[src/rtl/npc_pkg.sv]
// Shared encodings for the core: decoder opcodes, load/store formats and LSU FSM states.
package npc_pkg;

  localparam logic [6:0] OPC_LOAD  = 7'b0000011;
  localparam logic [6:0] OPC_STORE = 7'b0100011;
  localparam logic [6:0] OPC_OPIMM = 7'b0010011;

  localparam logic [2:0] MEM_OP_B  = 3'b000;
  localparam logic [2:0] MEM_OP_H  = 3'b001;
  localparam logic [2:0] MEM_OP_W  = 3'b010;
  localparam logic [2:0] MEM_OP_BU = 3'b100;
  localparam logic [2:0] MEM_OP_HU = 3'b101;

  typedef enum logic [1:0] {
    LSU_IDLE = 2'b00,
    LSU_REQ  = 2'b01,
    LSU_WAIT = 2'b10,
    LSU_RESP = 2'b11
  } lsu_state_e;

  function automatic logic mem_op_valid(input logic [2:0] op);
    logic ok;
    case (op)
      MEM_OP_B, MEM_OP_H, MEM_OP_W, MEM_OP_BU, MEM_OP_HU: ok = 1'b1;
      default: ok = 1'b0;
    endcase
    return ok;
  endfunction

endpackage

[src/rtl/lsu_align.sv]
// Combinational lane logic: byte enables, store lane shift, load shift and extension.
module lsu_align
  import npc_pkg::*;
(
  input  logic [2:0]  mem_op,
  input  logic [1:0]  offset,
  input  logic [31:0] wdata,
  input  logic [31:0] rdata_word,
  output logic [3:0]  wmask,
  output logic [31:0] wdata_lane,
  output logic [31:0] rdata_ext
);

  logic [31:0] shifted_s;

  // Halves only look at offset[1] and words ignore the offset entirely.
  always_comb begin
    wmask      = 4'b0000;
    wdata_lane = wdata;
    shifted_s  = rdata_word;
    rdata_ext  = 32'h0000_0000;
    case (mem_op)
      MEM_OP_B, MEM_OP_BU: begin
        wmask      = 4'b0001 << offset;
        wdata_lane = wdata << {offset, 3'b000};
        shifted_s  = rdata_word >> {offset, 3'b000};
      end
      MEM_OP_H, MEM_OP_HU: begin
        wmask      = 4'b0011 << {offset[1], 1'b0};
        wdata_lane = wdata << {offset[1], 4'b0000};
        shifted_s  = rdata_word >> {offset[1], 4'b0000};
      end
      MEM_OP_W: begin
        wmask = 4'b1111;
      end
      default: begin
        wmask = 4'b0000;
      end
    endcase
    case (mem_op)
      MEM_OP_B:  rdata_ext = {{24{shifted_s[7]}}, shifted_s[7:0]};
      MEM_OP_BU: rdata_ext = {24'h00_0000, shifted_s[7:0]};
      MEM_OP_H:  rdata_ext = {{16{shifted_s[15]}}, shifted_s[15:0]};
      MEM_OP_HU: rdata_ext = {16'h0000, shifted_s[15:0]};
      MEM_OP_W:  rdata_ext = shifted_s;
      default:   rdata_ext = 32'h0000_0000;
    endcase
  end

endmodule

[src/rtl/lsu.sv]
// Load/store unit: IDLE/REQ/WAIT/RESP handshake between core and a single-word bus.
// Define LSU_MISALIGN_CHECK_EN to fault misaligned half/word accesses instead of ignoring low address bits.
module lsu
  import npc_pkg::*;
(
  input  logic        clk,
  input  logic        rst,
  input  logic        req_valid,
  output logic        req_ready,
  input  logic        mem_rd,
  input  logic        mem_wr,
  input  logic [2:0]  mem_op,
  input  logic [31:0] addr,
  input  logic [31:0] wdata,
  output logic        resp_valid,
  output logic [31:0] rdata,
  output logic        misalign,
  output logic        bus_req_valid,
  input  logic        bus_req_ready,
  output logic [31:0] bus_addr,
  output logic        bus_wen,
  output logic [3:0]  bus_wmask,
  output logic [31:0] bus_wdata,
  input  logic        bus_resp_valid,
  input  logic [31:0] bus_rdata
);

  lsu_state_e  state_r, state_next_s;
  logic        store_r;
  logic [2:0]  op_r;
  logic [1:0]  offset_r;
  logic        resp_valid_r, misalign_r, bus_req_valid_r, bus_wen_r;
  logic [31:0] rdata_r, bus_addr_r, bus_wdata_r;
  logic [3:0]  bus_wmask_r;
  logic        accept_s, access_s, fault_s, bypass_s;
  logic [2:0]  align_op_s;
  logic [1:0]  align_offset_s;
  logic [3:0]  wmask_s;
  logic [31:0] wdata_lane_s, rdata_ext_s;

  assign req_ready = (state_r == LSU_IDLE) && !rst;
  assign accept_s  = req_valid && req_ready;
  assign access_s  = mem_rd || mem_wr;
`ifdef LSU_MISALIGN_CHECK_EN
  assign fault_s = access_s &&
                   ((((mem_op == MEM_OP_H) || (mem_op == MEM_OP_HU)) && addr[0]) ||
                    ((mem_op == MEM_OP_W) && (addr[1:0] != 2'b00)));
`else
  assign fault_s = 1'b0;
`endif
  assign bypass_s = !access_s || !mem_op_valid(mem_op) || fault_s;

  assign resp_valid    = resp_valid_r;
  assign rdata         = rdata_r;
  assign misalign      = misalign_r;
  assign bus_req_valid = bus_req_valid_r;
  assign bus_addr      = bus_addr_r;
  assign bus_wen       = bus_wen_r;
  assign bus_wmask     = bus_wmask_r;
  assign bus_wdata     = bus_wdata_r;

  // Align unit sees the incoming request in IDLE and the latched access afterwards.
  always_comb begin
    align_op_s     = op_r;
    align_offset_s = offset_r;
    if (state_r == LSU_IDLE) begin
      align_op_s     = mem_op;
      align_offset_s = addr[1:0];
    end else begin
      align_op_s     = op_r;
      align_offset_s = offset_r;
    end
  end

  lsu_align u_align (
    .mem_op     (align_op_s),
    .offset     (align_offset_s),
    .wdata      (wdata),
    .rdata_word (bus_rdata),
    .wmask      (wmask_s),
    .wdata_lane (wdata_lane_s),
    .rdata_ext  (rdata_ext_s)
  );

  // State register.
  always_ff @(posedge clk) begin
    if (rst) state_r <= LSU_IDLE;
    else     state_r <= state_next_s;
  end

  // Next-state logic; bus_resp_valid only matters in WAIT.
  always_comb begin
    state_next_s = state_r;
    case (state_r)
      LSU_IDLE: begin
        if (accept_s) state_next_s = bypass_s ? LSU_RESP : LSU_REQ;
        else          state_next_s = LSU_IDLE;
      end
      LSU_REQ: begin
        if (bus_req_ready) state_next_s = LSU_WAIT;
        else               state_next_s = LSU_REQ;
      end
      LSU_WAIT: begin
        if (bus_resp_valid) state_next_s = LSU_RESP;
        else                state_next_s = LSU_WAIT;
      end
      LSU_RESP: state_next_s = LSU_IDLE;
      default:  state_next_s = LSU_IDLE;
    endcase
  end

  // Request latches and registered outputs; bus fields hold steady while REQ waits.
  always_ff @(posedge clk) begin
    if (rst) begin
      store_r         <= 1'b0;
      op_r            <= 3'b000;
      offset_r        <= 2'b00;
      resp_valid_r    <= 1'b0;
      misalign_r      <= 1'b0;
      rdata_r         <= 32'h0000_0000;
      bus_req_valid_r <= 1'b0;
      bus_addr_r      <= 32'h0000_0000;
      bus_wen_r       <= 1'b0;
      bus_wmask_r     <= 4'b0000;
      bus_wdata_r     <= 32'h0000_0000;
    end else begin
      resp_valid_r <= (state_next_s == LSU_RESP);
      case (state_r)
        LSU_IDLE: begin
          if (accept_s) begin
            store_r  <= mem_wr;
            op_r     <= mem_op;
            offset_r <= addr[1:0];
            if (bypass_s) begin
              rdata_r    <= 32'h0000_0000;
              misalign_r <= fault_s;
            end else begin
              misalign_r      <= 1'b0;
              bus_req_valid_r <= 1'b1;
              bus_addr_r      <= {addr[31:2], 2'b00};
              bus_wen_r       <= mem_wr;
              bus_wmask_r     <= wmask_s;
              bus_wdata_r     <= wdata_lane_s;
            end
          end
        end
        LSU_REQ: begin
          if (bus_req_ready) bus_req_valid_r <= 1'b0;
        end
        LSU_WAIT: begin
          if (bus_resp_valid && !store_r) rdata_r <= rdata_ext_s;
        end
        default: begin
          bus_req_valid_r <= 1'b0;
        end
      endcase
    end
  end

endmodule

[config.mk]
export PLATFORM = sky130hd
export DESIGN_NAME = lsu
export DESIGN_NICKNAME = d
export VERILOG_FILES = /design/src/rtl/npc_pkg.sv /design/src/rtl/lsu_align.sv /design/src/rtl/lsu.sv
export SDC_FILE = /design/constraint.sdc
export NUM_CORES = 1
export LEC_CHECK = 0
export CAP_MARGIN = 20
export CORE_ASPECT_RATIO = 0.7
export CORE_UTILIZATION = 40
export CTS_BUF_LIST = sky130_fd_sc_hd__clkbuf_8 sky130_fd_sc_hd__clkbuf_16
export DETAILED_ROUTE_END_ITERATION = 8
export PLACE_DENSITY_LB_ADDON = 0.08
export SLEW_MARGIN = 20
export SYNTH_ARGS = -nofsm -noshare
export SYNTH_HDL_FRONTEND = slang
export SYNTH_SLANG_ARGS = --single-unit
[constraint.sdc]
create_clock -name clk -period 4.68 [get_ports clk]
set_clock_uncertainty 0.2 [all_clocks]
set_input_delay 0.936 -clock clk [delete_from_list [all_inputs] [get_ports clk]]
set_output_delay 0.936 -clock clk [all_outputs]
set_load 0.1 [all_outputs]
### Yosys cells after proc, flatten, opt, wreduce, memory -nomap -nowiden

Index checks and enable logic that the tools add are counted.

* flip-flop bits (word level): 109
* input port bits: 106
* output and inout port bits: 105
* logic and storage cells: 76

* equality and inequality tests: 17
* shift operators: 6
* muxes and demuxes: 20
* bitwise logic cells: 2
* reduce and logical (&&, ||, !) cells: 20

Operators by type and width (count)
* 32-bit one-hot mux with 2 select lines: 3
* 32-bit one-hot mux with 5 select lines: 1
* 32-bit 2-to-1 mux: 3
* 32-bit by 5-bit left shift with 32-bit output: 2
* 32-bit by 5-bit right shift with 32-bit output: 2
* 3-bit == test, second input constant: 4
* 4-bit one-hot mux with 3 select lines: 1
* 2-bit != test, second input constant: 5
* 2-bit 2-to-1 mux: 4
* 2-bit one-hot mux with 4 select lines: 1
* 4-bit AND reduction: 2
* 2-bit == test, second input constant: 3
* 3-bit by 1-bit == test with 1-bit output, second input constant: 2
* 3-bit by 2-bit == test with 1-bit output, second input constant: 2
* 3-bit logical NOT: 2
* 1-bit 2-to-1 mux: 5
* 5-bit OR reduction: 1
* 1-bit logical NOT: 4
* 2-bit OR reduction: 2
* 1-bit by 2-bit left shift with 4-bit output, first input constant: 1
* 2-bit by 2-bit left shift with 4-bit output, first input constant: 1
* 1-bit logical AND: 3
* 3-bit 2-to-1 mux: 1
* 1-bit one-hot mux with 3 select lines: 1
* other kinds (7): 9

### Logic depth before layout (Yosys ltp)

Gate-level depths: netlist (run 1).

* word-level depth: 9
* gate-level depth with buffers: 10
* gate-level depth less buffers: 5

### By module

Synthesis (run 1) repeated with hierarchy kept, for this count alone.

* cells, all modules: 624
* area, all modules: 5805.6 µm²

By module, submodules not included
* lsu: times used 1, cells an instance 356, area an instance 4145.2 µm²
* lsu_align: times used 1, cells an instance 268, area an instance 1660.3 µm²

### Worst setup path after synthesis (run 1)

No wires, ideal clock.

* path kind: input-to-output
* from: input port rst
* to: output port req_ready
* data arrival time: 2.814 ns
* required time: 3.544 ns
* slack: 0.730 ns
* stages: 4
* path buffers: 3
* cells stage by stage: clkbuf_1 clkbuf_1 clkbuf_1 nor2_1

* word-level cells in the longest chain between the ends: 2

RTL lines
* start: declaration: RTL line lsu.sv:7 `input logic rst,`
* 1-bit logical NOT: RTL line lsu.sv:41 `assign req_ready = (state_r == LSU_IDLE) && !rst;`
* 1-bit logical AND: RTL line lsu.sv:41
* end: declaration: RTL line lsu.sv:9 `output logic req_ready,`

Every way passes these cells.

### Worst setup path in the final report (run 1)

* from: input port mem_op[1]
* to: register rdata_r[15], in the netlist rdata[15]

* word-level cells in the longest chain between the ends: 7
* elaborated cells on any way between the ends: 23
* classes of those cells: eq/ne (9); mux (6); reduce/logical (8)

RTL lines
* start: declaration: RTL line lsu.sv:12 `input logic [2:0] mem_op,`
* 3-bit 2-to-1 mux (tied with other cells): RTL line lsu.sv:66 `if (state_r == LSU_IDLE) begin`
* 3-bit by 1-bit == test with 1-bit output (tied with other cells): RTL line lsu_align.sv:22, lsu_align.sv:40
* 2-bit OR reduction / 1-bit 2-to-1 mux (equally long branches): RTL line lsu_align.sv:22, npc_pkg.sv:23
* 32-bit one-hot mux with 2 select lines / 1-bit logical NOT (equally long branches): RTL line lsu_align.sv:22, lsu.sv:51
* 32-bit one-hot mux with 5 select lines / 1-bit logical OR (equally long branches): RTL line lsu_align.sv:40, lsu.sv:51
* 32-bit 2-to-1 mux / 2-bit != test (equally long branches)
* 32-bit one-hot mux with 2 select lines / 4-bit AND reduction (equally long branches)
* end signal: assignment: RTL line lsu.sv:151 `if (bus_resp_valid && !store_r) rdata_r <= rdata_ext_s;`
* end: declaration: RTL line lsu.sv:33 `logic [31:0] rdata_r, bus_addr_r, bus_wdata_r;`

Parallel ways exist; a longest one is shown, timed or not. The select of a mux whose other input is x is not followed.
A chain may end at the register's enable or synchronous reset.

==> results.md, run 1 <==
- **cts hold-fix bufs** 0
- **standard-cell rows** 33
- **starting density of the core** 41.9%
- **cell breakdown of the critical path** clkdlybuf4s50_1, or4b_4, o221a_2, a211oi_1, a211o_1, o311ai_1
- **Placement Cell Area** 0.00706 mm^2
- **post-synthesis cell count** 583
- **fill count** 999
- **compound-cell area share of the yosys netlist** 25.2%
- **Die Outline Area** 0.0130 mm^2
- **vias in the first global route** 4423
- **worst-case clock buffer depth** 2
- **y dimension of the die** 95.7 um
- **yosys warns** 0
- **critical-path maximum fanout** 24
- **largest cells by area after synthesis** sky130_fd_sc_hd__dfxtp_1, sky130_fd_sc_hd__nand2_1, sky130_fd_sc_hd__a21oi_1, sky130_fd_sc_hd__a22oi_1, sky130_fd_sc_hd__a221oi_1
- **gp weighted congestion** 0.827
- **initial antenna violation count** 0
- **TritonCTS clock tree** yes
- **largest voltage drop on the vdd net** 207 uV
- **count of pins on the block boundary** 211
- **DRC violation count after routing** 0
- **worst slack on hold paths** 0.255 ns
- **count of inserted antenna diode cells** 0
- **crit path buf inv count** 1
- **first-pass detailed-route iteration total** 6
- **run status** finished clean
- **residual overflow from global routing** 0
- **kind of critical path** in2reg
- **# H-tree levels** 3
- **number of CTS-inserted buffers** 9
- **cell type of the slowest stage on the worst timing path** sky130_fd_sc_hd__a211o_1
- **crit-path leading delay family** compound AO/OA/AOI/OAI gates
- **Die W** 136 um
- **largest area contributor in the netlist** sky130_fd_sc_hd__dfxtp_1
- **number of distinct library cells after synthesis** 59
- **share of the cycle needed by the critical path after routing** 74.9%
- **total length of routed wires** 16300 um
- **Core Footprint** 0.0120 mm^2
- **all-layer global routing usage** 24.3%
- **number of nets in the layout** 863
- **# port buffers** 207
- **largest family of logic cells by synthesized area** compound AO/OA/AOI/OAI gates
- **area fraction in and, or, nand and nor cells after synthesis** 20.5%
- **time the worst path needs with I/O delays and setup** 3.51 ns
- **multiplexer area fraction after synthesis** 4.61%
- **post-synthesis area per instance** 8.61 um^2
- **final count of hold timing violations** 0
- **clock transition at the registers of the reported paths** 0.07 ns
- **area share of fa/ha/maj cells after synthesis** 0%
- **top-area cell type share of the netlist area** 43.5%
- **longest individual stage delay on the worst path** 0.64 ns
- **starting DRC count in detailed routing** 388
- **maximum number of pins on one net before global-route repair** 80
- **Final Setup Violations** 0
- **utilization after layout** 61.5%
- **DPL Wire Length** 11800 um
- **primary flip-flop cell chosen by synthesis mapping** sky130_fd_sc_hd__dfxtp_1
- **post-placement worst setup slack** 0.861 ns
- **Leak Pwr** 2.61 nW
- **worst relative slew slack** 31.2%
- **area occupied by multi-input gates** 0.00255 mm^2
- **total count of max-transition violations in the final report** 0
- **slew at the pin with the worst max-slew slack** 1.03 ns
- **number of max-capacitance violations reported** 0
- **count of vias placed by the detailed router** 5064
- **Area growth syn-to-layout** 46.6%
- **total design power** 2.61 mW
- **number of sinks on the clock net** 109
- **EDFF count, synth** 0
- **antenna viol nets, final** 0
- **Sum Neg Setup Slack** 0 ns
- **worst path required time** 4.66 ns
- **via density per instance** 5.52
- **Post CTS Setup Buffer Count** 0
- **WP data arrival** 3.49 ns
- **number of instances resized during post-cts repair** 0
- **Clock Root Buffer** sky130_fd_sc_hd__clkbuf_16
- **area used by sequential logic in the layout** 0.00218 mm^2
- **startpoint class of the critical path** input port
- **sequential area share after synthesis** 43.5%
- **Critical Path End Type** register
- **wire length per cell after detailed routing** 17.8 um
- **unrepaired setup endpoints after global routing** false
- **Final Non-Filler Cells** 917
- **wire length of the first global-routing pass** 24200 um
- **share of flip-flops with an asynchronous set or reset after synthesis** 0%
- **worst hold path type** reg2reg
- **power density cells** 354 mW/mm^2
- **flop and latch count out of synthesis** 109
- **max frequency** 285 MHz
- **dpl cells** 903
- **fraction of final layout cells with drive strength greater than 1** 6.97%
- **combined area of all synthesized cells** 0.00502 mm^2
- **parity-gate share of the synthesized area counting xor and xnor cells** 0%
- **Layout Cell Area excl Fill** 0.00736 mm^2
- **Clock Latency Late Sink** 0.35 ns
- **final worst slack** 1.17 ns
==> state kept, by name, summed over array words and instances (netlist names) <==
name           cells
bus_wdata         32
rdata             32
bus_addr          30
bus_wmask          4
op_r               3
offset_r           2
state_r            2
bus_req_valid      1
bus_wen            1
resp_valid         1
store_r            1
==> cell families after synthesis <==
kind of cell    Yosys count
compound gates          180
buf+inv                  56
flops                   109
mux                      22
other cells               1
simple gates            215
==> cells in the mapped netlist, drive strengths merged (3+ instances only) <==
cell type and n:
dfxtp 109, nand2 106, a21oi 59, nor2 31
buf 28, clkbuf 25, nand3 24, a221oi 23
a22oi 23, o21ai 20, nand2b 15, a211oi 13
mux2i 13, nor3 13, mux2 9, nor4 8
o22ai 8, o2bb2ai 8, o211ai 7, inv 3
nor4b 3, o31ai 3
==> routing by layer <==
metal	wire length, um	GRT usage, %
met5	0	0
met4	189	6.11
met3	1260	6.42
met2	6960	35.1
met1	7880	35.6
==> layout by cell type (no fill, tap or decap), types with 7 or more instances in the layout <==
cell,instances
sky130_fd_sc_hd__a211oi_1,12
sky130_fd_sc_hd__a21oi_1,58
sky130_fd_sc_hd__a221oi_1,18
sky130_fd_sc_hd__a22oi_1,23
sky130_fd_sc_hd__buf_4,8
sky130_fd_sc_hd__clkbuf_16,9
sky130_fd_sc_hd__clkdlybuf4s50_1,205
sky130_fd_sc_hd__dfxtp_1,109
sky130_fd_sc_hd__mux2_2,8
sky130_fd_sc_hd__mux2i_1,13
sky130_fd_sc_hd__nand2_1,106
sky130_fd_sc_hd__nand2b_1,14
sky130_fd_sc_hd__nand3_1,24
sky130_fd_sc_hd__nor2_1,30
sky130_fd_sc_hd__nor3_1,12
sky130_fd_sc_hd__nor4_1,8
sky130_fd_sc_hd__o211ai_1,7
sky130_fd_sc_hd__o21ai_0,18
sky130_fd_sc_hd__o22ai_1,8
sky130_fd_sc_hd__o2bb2ai_1,8
==> where the power goes <==
part	total, mW	switching (mW)	internal, mW
clock network	0.793	0.332	0.461
logic	0.803	0.553	0.250
registers	1.01	0.0380	0.974
==> tightest hold or removal path: cells and delay by family (launching register included) <==
kind / cells / cell delay, ns
AOI/OAI and AO/OA: 1 / 0.05
DFF: 1 / 0.31
and+or+nand+nor: 1 / 0.05
==> final timing paths <==
check                             startpoint           end  slack (ns)  cells after the start
worst max-delay path               mem_op[1]     rdata[15]        1.17                      6
worst max register to register    state_r[1]     rdata[15]        1.68                      5
worst min-delay path            bus_addr[24]  bus_addr[24]        0.25                      2
worst min register to register  bus_addr[24]  bus_addr[24]        0.25                      2
==> final cells by class <==
cell class              count  area share, %
multi-input cells         420           34.6
flip-flops and latches    109           29.6
repair buffers            214           28.8
clock buffers               9           3.06
well taps                 157           2.67
clock inverters             5           1.07
inverters                   3          0.153
Note: power is estimated with default switching activity, not from simulation.
==> run 2, diff against run 1 <==
--- a/config.mk
+++ b/config.mk
@@ -7,7 +7,7 @@
 export LEC_CHECK = 0
 export CAP_MARGIN = 20
 export CORE_ASPECT_RATIO = 0.7
-export CORE_UTILIZATION = 40
+export CORE_UTILIZATION = 39
 export CTS_BUF_LIST = sky130_fd_sc_hd__clkbuf_8 sky130_fd_sc_hd__clkbuf_16
 export DETAILED_ROUTE_END_ITERATION = 8
 export PLACE_DENSITY_LB_ADDON = 0.08
==> constraint.sdc (replaced) <==
create_clock -name clk -period 3.04 [get_ports clk]
set_clock_uncertainty 0.2 [all_clocks]
set_input_delay 0.608 -clock clk [delete_from_list [all_inputs] [get_ports clk]]
set_output_delay 0.608 -clock clk [all_outputs]
set_load 0.1 [all_outputs]
==> run 2 against run 1 <==
Against the previous run: via count increased by 3.6%; final area is 0.80% higher; setup slack worse by 0.87 ns; final cell count increased by 3.9%; utilization is 1.9 points lower; die area up 2.5%; non-clock buffer count rose by 30; register-to-register slack worse by 1.4 ns; clock power rose by 56%; count of clock-buffer cells in the layout did not move; largest cell class unchanged.
==> results.md, run 2 (synthesis results as in run 1) <==
- **run status** finished clean
- **top library cells by usage in the layout, fill and taps aside** sky130_fd_sc_hd__buf_4, sky130_fd_sc_hd__dfxtp_1, sky130_fd_sc_hd__nand2_1, sky130_fd_sc_hd__clkdlybuf4s50_1, sky130_fd_sc_hd__a21oi_1
- **power share of the sequential group** 38.0%, -0.8 points
- **DRC violation count after routing** 0, unchanged
- **Clock Latency Late Sink** 0.35 ns, about the same
- **relative contribution of the clock network to total power** 30.2%, -0.2 points
- **post-placement worst setup slack** -0.0192 ns, -0.880 ns
- **DPL Wire Length** 12800 um, +8.4%
- **origin of the worst setup path** addr[1]
- **number of sinks on the clock net** 109, unchanged
- **slew at the pin with the worst max-slew slack** 0.987 ns, -0.0420 ns
- **final worst slack** 0.300 ns, -0.873 ns
- **standard-cell rows** 34, +3.0%
- **y dimension of the die** 96.9 um, +1.2%
- **number of instances resized during post-cts repair** 0, unchanged
- **Layout Cell Area excl Fill** 0.00742 mm^2, +0.80%
- **worst-case clock buffer depth** 2, unchanged
- **max frequency** 365 MHz
- **starting DRC count in detailed routing** 454, +17%
- **all-layer global routing usage** 24.6%, +0.22 points
- **dpl cells** 938, +3.9%
- **Sum Neg Setup Slack** 0 ns, unchanged
- **count of vias placed by the detailed router** 5244, +3.6%
- **first-pass detailed-route iteration total** 5, -1
- **worst hold path type** reg2reg
- **Die W** 138 um, +1.3%
- **utilization after layout** 59.5%, -1.9 points
- **worst path required time** 3.07 ns, -1.59 ns
- **number of nets in the layout** 893, +3.5%
- **NetSw** 1.45 mW, +57%
- **total length of routed wires** 16800 um, +2.9%
- **time the worst path needs with I/O delays and setup** 2.74 ns
- **most frequent standard cell in the layout excluding fill and tap cells** sky130_fd_sc_hd__buf_4
- **Clock Root Buffer** sky130_fd_sc_hd__clkbuf_16
- **worst relative slew slack** 33.9%, +2.7 points
- **critical-path maximum fanout** 11, -54%
- **WP data arrival** 2.77 ns, -0.72 ns
- **startpoint of the most critical register-to-register path** state_r[1]
- **number of max-capacitance violations reported** 0, unchanged
- **maximum number of pins on one net before global-route repair** 57, -29%
- **via density per instance** 5.50, -0.36%
- **clock transition at the registers of the reported paths** 0.07 ns, about the same
- **cts hold-fix bufs** 0, unchanged
- **Int Power** 2.64 mW, +57%
- **number of CTS-inserted buffers** 9, unchanged
- **antenna viol nets, final** 0, unchanged
- **# port buffers** 207, unchanged
- **power density cells** 551 mW/mm^2, +56%
- **Placement Cell Area** 0.00711 mm^2, +0.80%
- **worst slack on hold paths** 0.256 ns, +0.00129 ns
- **count of inserted antenna diode cells** 0, unchanged
- **total count of max-transition violations in the final report** 0, unchanged
- **starting density of the core** 40.3%, -1.6 points
- **gp weighted congestion** 0.891, +7.8%
- **startpoint class of the critical path** input port
- **initial antenna violation count** 0, unchanged
- **combinational fraction of design power** 31.8%, +1.0 points
- **Hold Startpoint** bus_wdata[1]
- **total design power** 4.09 mW, +57%
- **# H-tree levels** 3, unchanged
- **TritonCTS clock tree** yes
- **count of pins on the block boundary** 211, unchanged
- **Area growth syn-to-layout** 47.8%
- **unrepaired setup endpoints after global routing** false
- **Post CTS Setup Buffer Count** 0, unchanged
- **Core Footprint** 0.0125 mm^2, +4.1%
- **residual overflow from global routing** 0, unchanged
- **vias in the first global route** 4651, +5.2%
- **final count of hold timing violations** 0, unchanged
- **switch share** 35.4%, about the same
- **Leak Pwr** 3.00 nW, +15%
- **share of the cycle needed by the critical path after routing** 90.1%
- **wire length per cell after detailed routing** 17.6 um, -0.96%
- **kind of critical path** in2reg
- **largest voltage drop on the vdd net** 328 uV, +59%
- **Critical Path End Type** register
- **wire length of the first global-routing pass** 25300 um, +4.7%
- **fraction of final layout cells with drive strength greater than 1** 23.4%, +16 points
- **Die Outline Area** 0.0133 mm^2, +2.5%
- **Final Non-Filler Cells** 953, +3.9%
- **Final Setup Violations** 0, unchanged
## run 2: cell count changes in the layout (fill, tap and decap cells not counted), sizes merged
cell	before	now
buf	9	140
inv	4	5
clkinvlp	2	0
clkdlybuf4s50	205	104
clkinv	0	2
## run 2: power groups by stage
stage | combinational, mW | sequential (mW) | clock, mW
after floorplan | 0.452 | 2.00 | 0
after global placement | 1.28 | 1.58 | 0
after detailed placement | 1.29 | 1.58 | 0
after CTS | 1.29 | 1.55 | 1.26
after global routing | 1.36 | 1.56 | 1.30
final | 1.30 | 1.55 | 1.24
## run 2: critical path: stages
cell and delay (ns):
sky130_fd_sc_hd__clkdlybuf4s50_1 0.54, sky130_fd_sc_hd__or3b_2 0.51, sky130_fd_sc_hd__nand2_1 0.24, sky130_fd_sc_hd__o21ai_4 0.15, sky130_fd_sc_hd__a221oi_1 0.50, sky130_fd_sc_hd__buf_4 0.20, sky130_fd_sc_hd__a21oi_1 0.03
## run 2: area by class of cell
class	count	area, um^2
clock buffer	9	225
multi-input combinational	420	2550
sequential	109	2180
fill	1059	5050
tap	162	203
inverter	3	11.3
clock inverter	6	81.3
timing repair buffer	244	2160
## run 2: path summary, 6_finish.rpt
| path | cells after the start | slack [ns] | end |
|---|---|---|---|
| min reg2reg | 2 | 0.26 | bus_wdata[1] |
| min | 2 | 0.26 | bus_wdata[1] |
| max reg2reg | 6 | 0.32 | rdata[30] |
| max | 7 | 0.30 | bus_wdata[11] |
## run 2: layer usage
layer  routed length [um]  vias up  global-route usage (%)
met1                 8140     2506                    36.9
met3                 1330       14                    5.14
met2                 7110      201                    35.4
met5                    0        -                       0
met4                  196        0                    5.49
li1                     -     2523                       -
==> run 3, diff against run 2 <==
==> constraint.sdc (replaced) <==
create_clock -name clk -period 3.04 [get_ports clk]
set_clock_uncertainty 0.2 [all_clocks]
set_input_delay 0.608 -clock clk [delete_from_list [all_inputs] [get_ports clk]]
set_output_delay 0.608 -clock clk [all_outputs]
set_load 0.01 [all_outputs]
==> run 3 against run 2 <==
Against the previous run: sequential power barely moved; combinational power shrank 33%; sequential share of layout area fell by 0.54 points; register-to-register slack barely moved; global-route usage grew 0.19 points; non-clock buffer count is 8 lower; wire length decreased by 0.73%; setup slack lost 0.018 ns; final area is 1.9% higher; first-iteration DRC count down 21%.
==> results.md, run 3 (synthesis results as in run 1) <==
- **run status** finished clean
- **share of the cycle needed by the critical path after routing** 90.7%, +0.60 points
- **DRC violation count after routing** 0, unchanged
- **top library cells by usage in the layout, fill and taps aside** sky130_fd_sc_hd__clkdlybuf4s50_1, sky130_fd_sc_hd__dfxtp_1, sky130_fd_sc_hd__nand2_1, sky130_fd_sc_hd__a21oi_1, sky130_fd_sc_hd__nor2_1
- **wire length of the first global-routing pass** 25800 um, +2.0%
- **Post CTS Setup Buffer Count** 0, unchanged
- **antenna viol nets, final** 0, unchanged
- **number of CTS-inserted buffers** 9, unchanged
- **via density per instance** 5.46, -0.85%
- **power density cells** 462 mW/mm^2, -16%
- **Clock Latency Late Sink** 0.34 ns, about the same
- **Die Outline Area** 0.0133 mm^2, unchanged
- **maximum number of pins on one net before global-route repair** 75, +32%
- **y dimension of the die** 96.9 um, unchanged
- **Hold Startpoint** bus_addr[2]
- **worst hold path type** reg2reg
- **Placement Cell Area** 0.00729 mm^2, +2.6%
- **total length of routed wires** 16700 um, -0.73%
- **WP data arrival** 2.78 ns, about the same
- **fraction of final layout cells with drive strength greater than 1** 9.44%, -14 points
- **dpl cells** 930, -0.85%
- **final worst slack** 0.282 ns, -0.0182 ns
- **count of inserted antenna diode cells** 0, unchanged
- **startpoint of the most critical register-to-register path** state_r[1]
- **Sum Neg Setup Slack** 0 ns, unchanged
- **starting density of the core** 40.3%, unchanged
- **clock transition at the registers of the reported paths** 0.07 ns, about the same
- **length in cells of the worst reg-to-reg path** 6, unchanged
- **kind of critical path** in2reg
- **TritonCTS clock tree** yes
- **residual overflow from global routing** 0, unchanged
- **count of pins on the block boundary** 211, unchanged
- **Die W** 138 um, unchanged
- **Area growth syn-to-layout** 50.6%
- **total count of max-transition violations in the final report** 0, unchanged
- **Critical Path End Type** register
- **max frequency** 363 MHz, -0.66%
- **Final Non-Filler Cells** 946, -0.73%
- **wire length per cell after detailed routing** 17.6 um, about the same
- **count of vias placed by the detailed router** 5161, -1.6%
- **slew at the pin with the worst max-slew slack** 1.01 ns, +0.0258 ns
- **Clock Root Buffer** sky130_fd_sc_hd__clkbuf_16
- **worst path required time** 3.06 ns, about the same
- **worst relative slew slack** 32.1%, -1.7 points
- **largest voltage drop on the vdd net** 348 uV, +5.9%
- **all-layer global routing usage** 24.7%, +0.19 points
- **number of instances resized during post-cts repair** 0, unchanged
- **Leak Pwr** 2.74 nW, -8.7%
- **standard-cell rows** 34, unchanged
- **post-placement worst setup slack** -0.0638 ns, -0.0446 ns
- **critical-path maximum fanout** 9, -2
- **Core Footprint** 0.0125 mm^2, unchanged
- **reg-to-reg critical path endpoint** rdata[28]
- **final count of hold timing violations** 0, unchanged
- **gp weighted congestion** 0.852, -4.4%
- **DPL Wire Length** 12200 um, -5.0%
- **first-pass detailed-route iteration total** 6, +1
- **number of max-capacitance violations reported** 0, unchanged
- **starting DRC count in detailed routing** 358, -21%
- **Final Setup Violations** 0, unchanged
- **worst slack on hold paths** 0.254 ns, -0.00161 ns
- **number of sinks on the clock net** 109, unchanged
- **# port buffers** 207, unchanged
- **unrepaired setup endpoints after global routing** false
- **flop2flop setup slack** 0.31 ns, about the same
- **# H-tree levels** 3, unchanged
- **hold endpoint** bus_addr[2]
- **vias in the first global route** 4752, +2.2%
- **Layout Cell Area excl Fill** 0.00756 mm^2, +1.9%
- **Hold Crit Depth** 2, unchanged
- **worst-case clock buffer depth** 2, unchanged
- **time the worst path needs with I/O delays and setup** 2.76 ns, +0.0182 ns
- **most frequent standard cell in the layout excluding fill and tap cells** sky130_fd_sc_hd__clkdlybuf4s50_1
- **cts hold-fix bufs** 0, unchanged
- **startpoint class of the critical path** input port
- **initial antenna violation count** 0, unchanged
- **number of nets in the layout** 885, -0.90%
[run 3: cell count changes in the layout (fill, tap and decap cells not counted), moves of 2 or more]
| cell | previous run | this run |
|---|---|---|
| sky130_fd_sc_hd__buf_4 | 133 | 24 |
| sky130_fd_sc_hd__clkdlybuf4s50_1 | 104 | 206 |
| sky130_fd_sc_hd__clkinvlp_4 | 0 | 3 |
| sky130_fd_sc_hd__bufinv_16 | 2 | 0 |
| sky130_fd_sc_hd__inv_1 | 5 | 7 |
[run 3: layout make-up]
| cell class | count | area, um^2 |
|---|---|---|
| clock buffer | 9 | 225 |
| clock inverter | 7 | 37.5 |
| fill | 1099 | 4910 |
| inverter | 3 | 11.3 |
| multi-input combinational | 420 | 2550 |
| sequential | 109 | 2180 |
| tap | 162 | 203 |
| timing repair buffer | 236 | 2350 |
[run 3: worst max-delay path, cell delays in order]
cell                              delay (ns)
sky130_fd_sc_hd__clkdlybuf4s50_1        0.42
sky130_fd_sc_hd__buf_4                  0.15
sky130_fd_sc_hd__nor3b_1                0.13
sky130_fd_sc_hd__buf_4                  0.16
sky130_fd_sc_hd__o221ai_2               0.57
sky130_fd_sc_hd__mux2_2                 0.42
sky130_fd_sc_hd__o22ai_1                0.23
sky130_fd_sc_hd__a22oi_1                0.09
[run 3: worst max-delay path by stage]
stage / from / endpoint / slack, ns / depth (start not counted)
after floorplan: mem_op[1] / bus_wdata[19] / 0.60 / 8
final: addr[0] / rdata[0] / 0.28 / 8
after CTS: addr[0] / rdata[0] / 0.30 / 8
after global placement: mem_op[1] / bus_wdata[20] / -0.18 / 7
after detailed placement: addr[0] / rdata[0] / -0.06 / 8
after global routing: state_r[1] / rdata[25] / 0.12 / 6
[run 3: metal layers]
layer | share of wire, % | up-vias | wire (um) | track usage, %
met5 | 0 | - | 0 | 0
met4 | 1.2 | 0 | 196 | 6.42
met3 | 7.3 | 17 | 1210 | 4.93
met2 | 43 | 216 | 7120 | 35.8
met1 | 49 | 2430 | 8130 | 36.9
li1 | - | 2498 | - | -
[run 3: where the power goes]
group          internal [mW]  switching [mW]  total, mW
combinational          0.431           0.438      0.869
clock                  0.545           0.530       1.08
sequential              1.50          0.0496       1.55
total                   2.47            1.02       3.49
[run 3: per-stage QoR]
| step | util, % | total power, mW |
|---|---|---|
| 2_1_floorplan | - | 2.02 |
| 3_3_place_gp | 58.5 | 2.42 |
| 3_5_place_dp | 58.5 | 2.44 |
| 4_1_cts | 60.6 | 3.51 |
| 5_1_grt | 60.6 | 3.64 |
| 6_report | 60.6 | 3.49 |
